<file path="src/rtl/poker_pkg.sv">
`default_nettype none
// ============================================================================
// Module  : poker_pkg
// Brief   : Card geometry, deck size, FSM encoding and LFSR constants shared
//           by the poker dealer blocks.
// Revision: 1.0
// ============================================================================
package poker_pkg;
    localparam int NUM_W       = 4;
    localparam int SUIT_W      = 2;
    localparam int NUM_PLAYERS = 9;
    localparam int HOLE_CARDS  = 18;
    localparam int PUB_CARDS   = 3;
    localparam int TOTAL_CARDS = HOLE_CARDS + PUB_CARDS;
    localparam int RATE_W      = 7;
    localparam int DECK_SIZE   = 52;
    localparam int IDX_W       = 6;
    localparam int LFSR_W      = 16;
    localparam int LAT_W       = 11;

    // Taps 16,14,13,11 expressed as zero-based bit positions 15,13,12,10
    localparam logic [LFSR_W-1:0] LFSR_TAPS         = 16'hB400;
    localparam logic [LFSR_W-1:0] LFSR_SEED_DEFAULT = 16'hACE1;

    localparam logic [1:0] ST_IDLE = 2'd0;
    localparam logic [1:0] ST_DRAW = 2'd1;
    localparam logic [1:0] ST_SEND = 2'd2;
    localparam logic [1:0] ST_WAIT = 2'd3;
endpackage
`default_nettype wire

</file>
<file path="src/rtl/poker_deck_lfsr.sv">
`default_nettype none
// ============================================================================
// Module  : poker_deck_lfsr
// Brief   : 16-bit Fibonacci LFSR with zero-safe seed load; decodes the low six
//           bits into a candidate card {num, suit} plus an in-deck flag.
// Revision: 1.0
// ============================================================================
module poker_deck_lfsr
    import poker_pkg::*;
#(
    parameter logic [LFSR_W-1:0] SEED_DEFAULT = LFSR_SEED_DEFAULT
) (
    input  logic              clk,
    input  logic              rst,
    input  logic              load_en,
    input  logic              shift_en,
    input  logic [LFSR_W-1:0] seed,
    output logic [IDX_W-1:0]  cand_idx,
    output logic [NUM_W-1:0]  cand_num,
    output logic [SUIT_W-1:0] cand_suit,
    output logic              cand_in_range
);
    logic [LFSR_W-1:0] lfsr_q;
    logic [LFSR_W-1:0] lfsr_d;

    always_comb begin
        lfsr_d = lfsr_q;
        if (load_en) begin
            // An all-zero state would lock the register, so substitute the default
            lfsr_d = (seed == '0) ? SEED_DEFAULT : seed;
        end else if (shift_en) begin
            lfsr_d = {lfsr_q[LFSR_W-2:0], ^(lfsr_q & LFSR_TAPS)};
        end
    end

    always_ff @(posedge clk or posedge rst) begin
        if (rst) begin
            lfsr_q <= SEED_DEFAULT;
        end else begin
            lfsr_q <= lfsr_d;
        end
    end

    assign cand_idx = lfsr_q[IDX_W-1:0];

    always_comb begin
        cand_in_range = (cand_idx < 6'(DECK_SIZE));
        cand_suit     = 2'd0;
        cand_num      = 4'd0;
        if (cand_idx < 6'd13) begin
            cand_suit = 2'd0;
            cand_num  = 4'(cand_idx + 6'd2);
        end else if (cand_idx < 6'd26) begin
            cand_suit = 2'd1;
            cand_num  = 4'(cand_idx - 6'd11);
        end else if (cand_idx < 6'd39) begin
            cand_suit = 2'd2;
            cand_num  = 4'(cand_idx - 6'd24);
        end else if (cand_idx < 6'd52) begin
            cand_suit = 2'd3;
            cand_num  = 4'(cand_idx - 6'd37);
        end
    end
endmodule
`default_nettype wire

</file>
<file path="src/rtl/poker_dealer.sv">
`default_nettype none
// ============================================================================
// Module  : poker_dealer
// Brief   : Deals 21 distinct cards to the win-rate calculator, waits for its
//           answer and captures the win rates and response latency.
// Revision: 1.0
// ============================================================================
module poker_dealer
    import poker_pkg::*;
#(
    parameter int          TIMEOUT      = 1000,
    parameter logic [15:0] SEED_DEFAULT = LFSR_SEED_DEFAULT
) (
    input  logic                            clk,
    input  logic                            rst,
    input  logic                            start,
    input  logic                            load_seed,
    input  logic [LFSR_W-1:0]               seed,
    output logic                            in_valid,
    output logic [HOLE_CARDS*NUM_W-1:0]     in_hole_num,
    output logic [HOLE_CARDS*SUIT_W-1:0]    in_hole_suit,
    output logic [PUB_CARDS*NUM_W-1:0]      in_pub_num,
    output logic [PUB_CARDS*SUIT_W-1:0]     in_pub_suit,
    input  logic                            out_valid,
    input  logic [NUM_PLAYERS*RATE_W-1:0]   out_win_rate,
    output logic                            busy,
    output logic                            done,
    output logic [NUM_PLAYERS*RATE_W-1:0]   result,
    output logic [LAT_W-1:0]                latency,
    output logic                            timeout,
    output logic                            proto_err
);
    localparam logic [LAT_W-1:0] LAT_LIMIT = LAT_W'(TIMEOUT + 1);
    localparam logic [4:0]       LAST_SLOT = 5'(TOTAL_CARDS - 1);

    logic [1:0]                        state_q, state_d;
    logic [4:0]                        draw_cnt_q, draw_cnt_d;
    logic [LAT_W-1:0]                  lat_cnt_q, lat_cnt_d;
    logic [DECK_SIZE-1:0]              used_q, used_d;
    logic [NUM_W-1:0]                  slot_num_q [TOTAL_CARDS];
    logic [NUM_W-1:0]                  slot_num_d [TOTAL_CARDS];
    logic [SUIT_W-1:0]                 slot_suit_q [TOTAL_CARDS];
    logic [SUIT_W-1:0]                 slot_suit_d [TOTAL_CARDS];
    logic [NUM_PLAYERS*RATE_W-1:0]     result_q, result_d;
    logic [LAT_W-1:0]                  latency_q, latency_d;
    logic                              timeout_q, timeout_d;
    logic                              proto_err_q, proto_err_d;
    logic                              done_q, done_d;

    logic                              load_en;
    logic                              shift_en;
    logic [IDX_W-1:0]                  cand_idx;
    logic [NUM_W-1:0]                  cand_num;
    logic [SUIT_W-1:0]                 cand_suit;
    logic                              cand_in_range;
    logic                              accept;

    poker_deck_lfsr #(
        .SEED_DEFAULT (SEED_DEFAULT)
    ) u_deck (
        .clk           (clk),
        .rst           (rst),
        .load_en       (load_en),
        .shift_en      (shift_en),
        .seed          (seed),
        .cand_idx      (cand_idx),
        .cand_num      (cand_num),
        .cand_suit     (cand_suit),
        .cand_in_range (cand_in_range)
    );

    assign in_valid = (state_q == ST_SEND);
    assign busy     = (state_q != ST_IDLE);
    assign accept   = cand_in_range && !used_q[cand_idx];

    always_comb begin
        state_d     = state_q;
        draw_cnt_d  = draw_cnt_q;
        lat_cnt_d   = lat_cnt_q;
        used_d      = used_q;
        slot_num_d  = slot_num_q;
        slot_suit_d = slot_suit_q;
        result_d    = result_q;
        latency_d   = latency_q;
        timeout_d   = timeout_q;
        done_d      = 1'b0;
        load_en     = 1'b0;
        shift_en    = 1'b0;

        case (state_q)
            ST_IDLE: begin
                load_en = load_seed;
                if (start) begin
                    used_d     = '0;
                    draw_cnt_d = '0;
                    timeout_d  = 1'b0;
                    state_d    = ST_DRAW;
                end
            end
            ST_DRAW: begin
                shift_en = 1'b1;
                if (accept) begin
                    used_d[cand_idx]        = 1'b1;
                    slot_num_d[draw_cnt_q]  = cand_num;
                    slot_suit_d[draw_cnt_q] = cand_suit;
                    draw_cnt_d              = draw_cnt_q + 5'd1;
                    if (draw_cnt_q == LAST_SLOT) begin
                        state_d = ST_SEND;
                    end
                end
            end
            ST_SEND: begin
                lat_cnt_d = LAT_W'(1);
                state_d   = ST_WAIT;
            end
            ST_WAIT: begin
                // A response arriving on the last allowed cycle still wins over the timeout
                if (out_valid) begin
                    result_d  = out_win_rate;
                    latency_d = lat_cnt_q;
                    done_d    = 1'b1;
                    state_d   = ST_IDLE;
                end else if (lat_cnt_q == LAT_LIMIT) begin
                    timeout_d = 1'b1;
                    done_d    = 1'b1;
                    state_d   = ST_IDLE;
                end else begin
                    lat_cnt_d = lat_cnt_q + LAT_W'(1);
                end
            end
            default: state_d = ST_IDLE;
        endcase
    end

    always_comb begin
        proto_err_d = proto_err_q;
        if ((out_valid && in_valid) ||
            (out_valid && state_q != ST_WAIT) ||
            (!out_valid && state_q == ST_WAIT && out_win_rate != '0)) begin
            proto_err_d = 1'b1;
        end
    end

    always_ff @(posedge clk or posedge rst) begin
        if (rst) begin
            state_q     <= ST_IDLE;
            draw_cnt_q  <= '0;
            lat_cnt_q   <= '0;
            used_q      <= '0;
            result_q    <= '0;
            latency_q   <= '0;
            timeout_q   <= 1'b0;
            proto_err_q <= 1'b0;
            done_q      <= 1'b0;
            for (int i = 0; i < TOTAL_CARDS; i++) begin
                slot_num_q[i]  <= '0;
                slot_suit_q[i] <= '0;
            end
        end else begin
            state_q     <= state_d;
            draw_cnt_q  <= draw_cnt_d;
            lat_cnt_q   <= lat_cnt_d;
            used_q      <= used_d;
            result_q    <= result_d;
            latency_q   <= latency_d;
            timeout_q   <= timeout_d;
            proto_err_q <= proto_err_d;
            done_q      <= done_d;
            slot_num_q  <= slot_num_d;
            slot_suit_q <= slot_suit_d;
        end
    end

    // Card buses are gated so nothing stale is visible outside the strobe cycle
    always_comb begin
        in_hole_num  = '0;
        in_hole_suit = '0;
        in_pub_num   = '0;
        in_pub_suit  = '0;
        if (in_valid) begin
            for (int i = 0; i < HOLE_CARDS; i++) begin
                in_hole_num[i*NUM_W +: NUM_W]    = slot_num_q[i];
                in_hole_suit[i*SUIT_W +: SUIT_W] = slot_suit_q[i];
            end
            for (int j = 0; j < PUB_CARDS; j++) begin
                in_pub_num[j*NUM_W +: NUM_W]    = slot_num_q[HOLE_CARDS+j];
                in_pub_suit[j*SUIT_W +: SUIT_W] = slot_suit_q[HOLE_CARDS+j];
            end
        end
    end

    assign done      = done_q;
    assign result    = result_q;
    assign latency   = latency_q;
    assign timeout   = timeout_q;
    assign proto_err = proto_err_q;
endmodule
`default_nettype wire
</file>
<file path="config.mk">
export PLATFORM = sky130hd
export DESIGN_NAME = poker_dealer
export DESIGN_NICKNAME = d
export VERILOG_FILES = /design/src/rtl/poker_pkg.sv /design/src/rtl/poker_deck_lfsr.sv /design/src/rtl/poker_dealer.sv
export SDC_FILE = /design/constraint.sdc
export NUM_CORES = 1
export LEC_CHECK = 0
export CAP_MARGIN = 20
export CORE_UTILIZATION = 52
export CTS_CLUSTER_DIAMETER = 50
export DETAILED_ROUTE_END_ITERATION = 8
export MAX_ROUTING_LAYER = met4
export PLACE_DENSITY = 0.81
export SETUP_SLACK_MARGIN = 0.3
export SLEW_MARGIN = 40
export SYNTH_ARGS = -nofsm -noshare
export SYNTH_HDL_FRONTEND = slang
export SYNTH_SLANG_ARGS = --single-unit
</file>
<file path="constraint.sdc">
create_clock -name clk -period 15 [get_ports clk]
set_clock_uncertainty 0.05 [all_clocks]
set_input_delay 4.5 -clock clk [delete_from_list [all_inputs] [get_ports clk]]
set_output_delay 4.5 -clock clk [all_outputs]
set_load 0.1 [all_outputs]
</file>
==> metrics.txt, run 1 <==
Slowest-stage cell, CP=buf_6; EDFF count, synth=0; Pre-antenna DRT Iters=5; Max Cap Viol=0; post-route ant nets=0; most frequent cells in the layout=280 x dfrtp_1, 205 x buf_2, 142 x mux2_2, 128 x and2_1, 83 x clkdlybuf4s50_1; vias in the first global route=9,681; Area growth, synth to finish=23.0%; CP bufs+invs=3; post-CTS sizing=0; PortBufs=288; Setup Buffers After CTS=0; Die Y=164 um; fill cell count=1,944; WP data arrival=2490 ps; Tot Pwr=approximately 1.7 mW; Clock Latency Late Sink=500 ps; Final Util=66.0%; CTS Buf Count=34; first-pass GRT wire length=52,700 um; Synth cell types=62; Slew Viols, Final=0; DRC=0; Required @ worst endpoint=10,450 ps; Worst Setup EP=in_hole_suit[5]; DP Area=around 0.016 mm2; crit path cell chain=inv_1 -> ha_2 -> buf_6 -> and2_1 -> buf_2; CP startpoint=state_q[0]$_DFFE_PP0P_; CP max stage delay=500 ps; Startpoint Class=flop; clk buf depth=3; WP depth=5; final hold violations=0; final wirelength=33,400 um; worst-path fanout max=126; antenna violations before repair=0; number of vias per cell=5.56; htree depth=2; Metal-1 WL=around 14,000 um; DR top layer=met4; crit-path leading delay family=buffers and inverters; share of layout cells above drive strength 1=35.4%; Synth Warn #=0; Yosys reg bits=289; top_reg_cell synth=dfrtp_1; status=finished, final reports clean; Final HPWL DP=roughly 24,000 um; commonest non-fill, non-tap cell in the layout=dfrtp_1; R2R Setup Slk=11,120 ps; Final Cycle Share=roughly 47%; hold path start=proto_err$_DFFE_PP0P_; asr flop ratio synth=100%; wire length per cell=about 19 um; sequential-to-total area share from yosys stat=between 50 and 60%; FP Rows=between 50 and 60; clk slew on worst S/H paths=60 ps; Fmax=~0.14 GHz; largest net degree at the start of global routing=approximately 150; worst-margin pin slew=737 ps; R2R cell count=7; Setup crit end kind=primary output; Placement Setup Slack=8290 ps; clock root cell=clkbuf_16; Hold Crit Class=flop to flop; cell area after layout=about 0.017 mm2; syn avg cell area=~12 um2; Worst IR Drop VDD=69.3 uV; met3 wire len=1960 um; top cell type's share of synthesized area=51.5%; minimum clock period=7040 ps; Initial Util=53.6%; setup violators final=0; Post-Syn Nets=roughly 1,200; worst r2r src=u_deck.lfsr_q[0]$_DFFE_PP1P_; Setup TNS=0 ps; GP Congestion=0.843; Routed met2 length=15,900 um; CTS tree=yes; P per Cell Area=roughly 99 mW/mm2; Yosys top cell by area=dfrtp_1; count of hold-fix buffers inserted at cts=0; die width=approximately 160 um; RR Endpoint=slot_num_q[36]$_DFFE_PP0P_; final net count=1,479; Mapped Cells=1,127; Iter 0 DRT Violations=566; die area=between 0.02 and 0.03 mm2; RSZ-0062 raised after global routing=false; Worst Setup Slack, final=7960 ps; via count=9,629; Static Leak=8.37 nW; relative slew slack=50.5%; synth top area cells=dfrtp_1 51%, mux2_2 12%, mux2_4 5.9%; total track usage=25.8%; Crit Path Class=flop to primary output; Core Box Area=between 0.02 and 0.03 mm2; n_diodes=0; num ports=289; overflow left after global routing=0; # clock sinks=approximately 290; Cell Area, Synth=0.0137 mm2
## kinds of logic (layout without fill, tap and decap cells)
logic type	after synthesis	in the layout	share of synthesized area (%)
XOR/XNOR	13	13	0.833
multiplexers	240	240	21.2
flip-flops	289	289	53.0
buffers and inverters	101	376	3.80
adder cells (fa/ha/maj)	16	16	1.47
AND/OR/NAND/NOR	341	341	13.6
AO/OA/AOI/OAI	127	127	6.11
## state kept, by name, summed over array words and instances, names as in the netlist
register / cells
used_q: 52
u_deck.lfsr_q: 16
draw_cnt_q: 5
lat_cnt_q: 11
done: 1
proto_err: 1
result: 63
latency: 11
slot_num_q: 84
slot_suit_q: 42
timeout: 1
state_q: 2
## synthesized netlist by cell type (all sizes together), types with 3 or more instances
library cell	number
inv	17
o21ai	44
dfstp	8
nand4	10
and2	129
mux2i	37
o22ai	3
o31ai	6
xor2	6
nor2	44
dfrtp	281
nor2b	5
clkbuf	48
ha	16
nand2	74
o311a	3
a32o	14
nor3	8
a22oi	5
mux2	200
a21o	3
and3	22
buf	35
xnor2	7
or2	3
a21oi	29
a31oi	3
nor4	20
and4	3
mux4	3
nand3	12
a211oi	4
## final cells by class
type,instances,area (um2),area share (%)
repair buffers,299,1970,11.7
well taps,330,413,2.46
clock buffers,47,1010,6.02
inverters,18,80.1,0.476
clock inverters,12,146,0.871
multi-input cells,737,5940,35.3
flip-flops and latches,289,7240,43.1
## routing by layer
metal,global-route usage [%],vias up
met5,-,-
li1,-,4462
met1,34.8,4748
met4,8.42,0
met2,39.8,343
met3,4.34,76
## stage by stage
step | hold slack, ps | instances
final | 416 | 1732
after global routing | 428 | 1732
after CTS | 418 | 1731
after detailed placement | 400 | 1672
after global placement | 405 | 1672
after floorplan | 390 | 1127
## where the power goes
part           leakage, nW  internal [mW]  total, mW          switching [mW]
Clock                0.579          0.523      0.837                   0.315
Sequential            3.57          0.780      0.780  0.00000000000000000250
Combinational         4.22         0.0213     0.0436                  0.0222
## how the worst min path moves through the flow
stage	end	slack (ps)	cells after the start
6_report	proto_err$_DFFE_PP0P_	420	1
5_1_grt	proto_err$_DFFE_PP0P_	430	1
4_1_cts	proto_err$_DFFE_PP0P_	420	1
3_5_place_dp	proto_err$_DFFE_PP0P_	400	1
3_3_place_gp	used_q[46]$_DFFE_PP0P_	410	2
2_1_floorplan	used_q[38]$_DFFE_PP0P_	390	2
Note: power is estimated with default switching activity, not from simulation.
==> run 2: changes to the inputs <==
==> constraint.sdc (replaced) <==
create_clock -name clk -period 6.91 [get_ports clk]
set_clock_uncertainty 0.05 [all_clocks]
set_input_delay 2.073 -clock clk [delete_from_list [all_inputs] [get_ports clk]]
set_output_delay 2.073 -clock clk [all_outputs]
set_load 0.1 [all_outputs]
==> metrics.txt, run 2 (synthesis gave the netlist of run 1 again) <==
Worst Setup Slack, final=2080 ps; CTS tree=yes; status=finished, final reports clean; Slowest-stage cell, CP=buf_4; clk slew on worst S/H paths=60 ps; overflow left after global routing=0; Comb pwr share=between 2 and 3%; Slew Viols, Final=0; worst-path fanout max=74; RR Endpoint=slot_num_q[35]$_DFFE_PP0P_; antenna violations before repair=0; Die Y=164 um; count of hold-fix buffers inserted at cts=0; WP data arrival=~2700 ps; hold path start=used_q[39]$_DFFE_PP0P_; PortBufs=288; first-pass GRT wire length=between 50,000 and 60,000 um; # clock sinks=just under 300; largest net degree at the start of global routing=96; minimum clock period=4830 ps; Placement Setup Slack=2330 ps; worst hold endpoint=used_q[39]$_DFFE_PP0P_; Required @ worst endpoint=between 4000 and 5000 ps; Setup Buffers After CTS=0; FP Rows=between 50 and 60; Pre-antenna DRT Iters=5; sequential power share=46.7%; final hold violations=0; worst-margin pin slew=743 ps; Hold Crit Class=flop to flop; n_diodes=0; RSZ-0062 raised after global routing=false; number of flip-flops in the largest register=84; Iter 0 DRT Violations=725; Tot Pwr=3.62 mW; via count=9,603; commonest non-fill, non-tap cell in the layout=dfrtp_1; htree depth=2; Final Cycle Share=a little over two thirds; fill cell count=1,917; most frequent cells in the layout=280 x dfrtp_1, 205 x buf_2, 142 x mux2_2, 128 x and2_1, 83 x clkdlybuf4s50_1; die area=0.0269 mm2; wire length per cell=19.9 um; power share of the clock group=50.6%; area of the multi-input gates=about 0.006 mm2; final net count=roughly 1,500; DRC=0; GP Congestion=~0.85; worst r2r src=u_deck.lfsr_q[0]$_DFFE_PP1P_; P per Cell Area=215 mW/mm2; Final HPWL DP=about 24,000 um; P_sw=roughly 0.74 mW; R2R cell count=7; vias in the first global route=9,881; Core Box Area=0.0255 mm2; num ports=roughly 290; share of layout cells above drive strength 1=between 30% and 40%; clock root cell=clkbuf_16; Crit Path Class=flop to primary output; Fmax=0.207 GHz; post-CTS sizing=0; Static Leak=8.38 nW; crit path cell chain=inv_1 -> ha_4 -> buf_4 -> and2_1 -> buf_2; R2R Setup Slk=3020 ps; Internal Pwr Total=2.88 mW; Clock Latency Late Sink=slightly above 500 ps; final wirelength=between 30,000 and 40,000 um; die width=approximately 160 um; Setup crit end kind=primary output; setup violators final=0; total track usage=26.7%; clk buf depth=3; Setup TNS=0 ps; Area growth, synth to finish=23.3%; CTS Buf Count=35; CP max stage delay=490 ps; Top reg by flops=slot_num_q; placed cells=1,675; Startpoint Class=flop; Worst IR Drop VDD=184 uV; post-route ant nets=0; Initial Util=53.6%; Sw Ratio=20.5%; number of vias per cell=5.53; Storage cell area=0.00724 mm2; hold depth=2; relative slew slack=50.5%; Max Cap Viol=0; Layout Cells excl Fill=about 1,700
-- run 2: cell count changes in the layout (fill, tap and decap cells not counted), sizes merged --
| cell | change |
|---|---|
| clkinv | -5 |
| buf | +3 |
| clkbuf | +5 |
| inv | -1 |
| bufinv | -1 |
| clkinvlp | +3 |
-- run 2: worst max-delay path: cells and delay by family, from the launching register on --
kind | cells | cell delay [ps]
AND/OR/NAND/NOR | 1 | 210
flip-flops | 1 | 400
buffers and inverters | 3 | 1060
adder cells (fa/ha/maj) | 1 | 480
-- run 2: final cells by class --
class | instances | share of cell area (%)
clock buffers | 52 | 6.30
clock inverters | 8 | 0.609
inverters | 18 | 0.423
multi-input cells | 737 | 35.3
flip-flops and latches | 289 | 43.0
well taps | 330 | 2.45
repair buffers | 302 | 11.9
-- run 2: worst max path at each step --
stage | startpoint | slack, ps | cells past startpoint | to
floorplan | rst | 960 | 1 | done$_DFF_PP0_
global placement | state_q[0]$_DFFE_PP0P_ | 1660 | 5 | in_hole_suit[0]
detailed placement | state_q[0]$_DFFE_PP0P_ | 2330 | 5 | in_pub_suit[3]
CTS | state_q[0]$_DFFE_PP0P_ | 1790 | 5 | in_pub_suit[3]
global route | state_q[0]$_DFFE_PP0P_ | 1870 | 5 | in_hole_suit[29]
finish | state_q[0]$_DFFE_PP0P_ | 2080 | 5 | in_pub_suit[3]
-- run 2: per-layer routing --
layer  part of all wire [%]  global-route usage (%)
met1                     43                    35.0
met2                     47                    41.8
met3                    7.2                    5.98
met4                    2.4                    7.53
met5                      0                       -
-- run 2: metrics by stage --
step / utilization (%) / area [um2] / hold slack [ps]
2_1_floorplan: - / 13700 / 390
3_3_place_gp: 65.3 / 16600 / 404
3_5_place_dp: 61.4 / 15700 / 410
4_1_cts: 66.0 / 16800 / 425
5_1_grt: 66.1 / 16800 / 445
6_report: 66.1 / 16800 / 426
-- run 2: power groups by stage --
| stage | logic [mW] | registers [mW] | clock network (mW) |
|---|---|---|---|
| after floorplan | 0.0277 | 1.72 | 0 |
| after global placement | 0.0951 | 1.72 | 0 |
| after detailed placement | 0.0986 | 1.72 | 0 |
| after CTS | 0.0989 | 1.69 | 1.85 |
| after global routing | 0.108 | 1.69 | 1.92 |
| final | 0.0978 | 1.69 | 1.83 |
==> run 3: changes to the inputs <==
==> constraint.sdc (replaced) <==
create_clock -name clk -period 4.65 [get_ports clk]
set_clock_uncertainty 0.05 [all_clocks]
set_input_delay 1.395 -clock clk [delete_from_list [all_inputs] [get_ports clk]]
set_output_delay 1.395 -clock clk [all_outputs]
set_load 0.1 [all_outputs]
==> metrics.txt, run 3 (synthesis gave the netlist of run 1 again) <==
status=finished, final reports clean; Final HPWL DP=24,900 um; CTS tree=yes; Final Cycle Share=83.6%; Setup crit end kind=primary output; wire length per cell=slightly above 20 um; Required @ worst endpoint=3200 ps; clk slew on worst S/H paths=60 ps; num ports=289; worst-path fanout max=between 70 and 80; final hold violations=0; post-route ant nets=0; GP Congestion=0.924; overflow left after global routing=0; clock root cell=clkbuf_16; placed cells=1,684; Static Leak=8.43 nW; Die Y=164 um; final net count=approximately 1,500; Initial Util=between 50% and 60%; minimum clock period=3890 ps; Comb pwr share=2.7%; Clock Latency Late Sink=510 ps; count of hold-fix buffers inserted at cts=0; PortBufs=288; commonest non-fill, non-tap cell in the layout=dfrtp_1; final wirelength=35,500 um; Iter 0 DRT Violations=~710; share of layout cells above drive strength 1=35.8%; Internal Pwr Total=4.29 mW; Crit Path Class=flop to primary output; power share of the clock group=51.0%; worst-margin pin slew=between 700 and 800 ps; Slew Viols, Final=0; antenna violations before repair=0; hold depth=1; relative slew slack=48.9%; vias in the first global route=9,982; Pre-antenna DRT Iters=6; CTS Buf Count=35; FP Rows=58; Startpoint Class=flop; Hold Crit Class=flop to flop; Setup Buffers After CTS=0; cell area after layout=0.0173 mm2; sequential power share=46.2%; most frequent cells in the layout=281 x dfrtp_1, 146 x buf_4, 142 x mux2_2, 128 x and2_1, 83 x clkdlybuf4s50_1; Tot Pwr=~5.4 mW; Sw Ratio=between 20% and 30%; DP Area=0.0160 mm2; R2R cell count=7; P_sw=between 1 and 1.5 mW; RSZ-0062 raised after global routing=false; Top reg by flops=slot_num_q; setup violators final=0; total track usage=27.2%; htree depth=2; n_diodes=0; Area growth, synth to finish=26.3%; Max Cap Viol=0; P per Cell Area=315 mW/mm2; number of flip-flops in the largest register=84; number of vias per cell=5.63; Core Box Area=0.0255 mm2; via count=9,835; post-CTS sizing=0; die width=164 um; Layout Cells excl Fill=1,746; die area=0.0269 mm2; clk buf depth=3; first-pass GRT wire length=approximately 55,000 um; WP data arrival=2440 ps; Worst IR Drop VDD=between 200 and 250 uV; Final Util=67.8%; DRC=0; R2R Setup Slk=roughly 880 ps; largest net degree at the start of global routing=78; Fmax=0.257 GHz; # clock sinks=289
==> run 3: metal layers <==
metal  part of all wire, %  GRT usage [%]  vias to the layer above  wire (um)
li1                      -              -                     4478          -
met1                    43           36.2                     4912      15200
met2                    49           43.3                      377      17300
met3                   6.3           4.75                       68       2260
met4                   2.4           6.78                        0        839
met5                     0              -                        -          0
==> run 3: area by class of cell <==
cell class                      count  area (um2)
Clock buffer                       44         960
Clock inverter                     17         225
Fill cell                        1847        8210
Inverter                           18        71.3
Multi-Input combinational cell    737        5930
Sequential cell                   289        7240
Tap cell                          330         413
Timing Repair Buffer              311        2420
==> run 3: worst paths after layout <==
check	start	end
min in group asynchronous	rst	slot_suit_q[7]$_DFFE_PP0P_
worst min-delay path	proto_err$_DFFE_PP0P_	proto_err$_DFFE_PP0P_
worst max register to register	u_deck.lfsr_q[0]$_DFFE_PP1P_	slot_num_q[34]$_DFFE_PP0P_
worst max-delay path	state_q[0]$_DFFE_PP0P_	in_hole_num[3]
worst min register to register	proto_err$_DFFE_PP0P_	proto_err$_DFFE_PP0P_
max in group asynchronous	rst	slot_suit_q[25]$_DFFE_PP0P_
==> run 3: through the flow <==
stage / setup slack (ps) / TNS [ps] / hold WS (ps)
after CTS: 759 / 0 / 421
after global placement: 1060 / 0 / 406
after floorplan: -622 / -174690 / 390
after detailed placement: 947 / 0 / 398
final: 763 / 0 / 418
after global routing: 660 / 0 / 436
==> run 3: critical path, stage by stage (launching register included) <==
cell and delay (ps):
dfrtp_1 400, inv_1 110, ha_2 310, buf_4 500, and2_1 270, buf_4 310
==> run 3: power groups by stage <==
stage               registers, mW  logic [mW]  clock network [mW]
floorplan                    2.56      0.0412                   0
global placement             2.56       0.147                   0
detailed placement           2.56       0.149                   0
CTS                          2.52       0.150                2.82
global route                 2.51       0.166                2.92
finish                       2.52       0.149                2.78
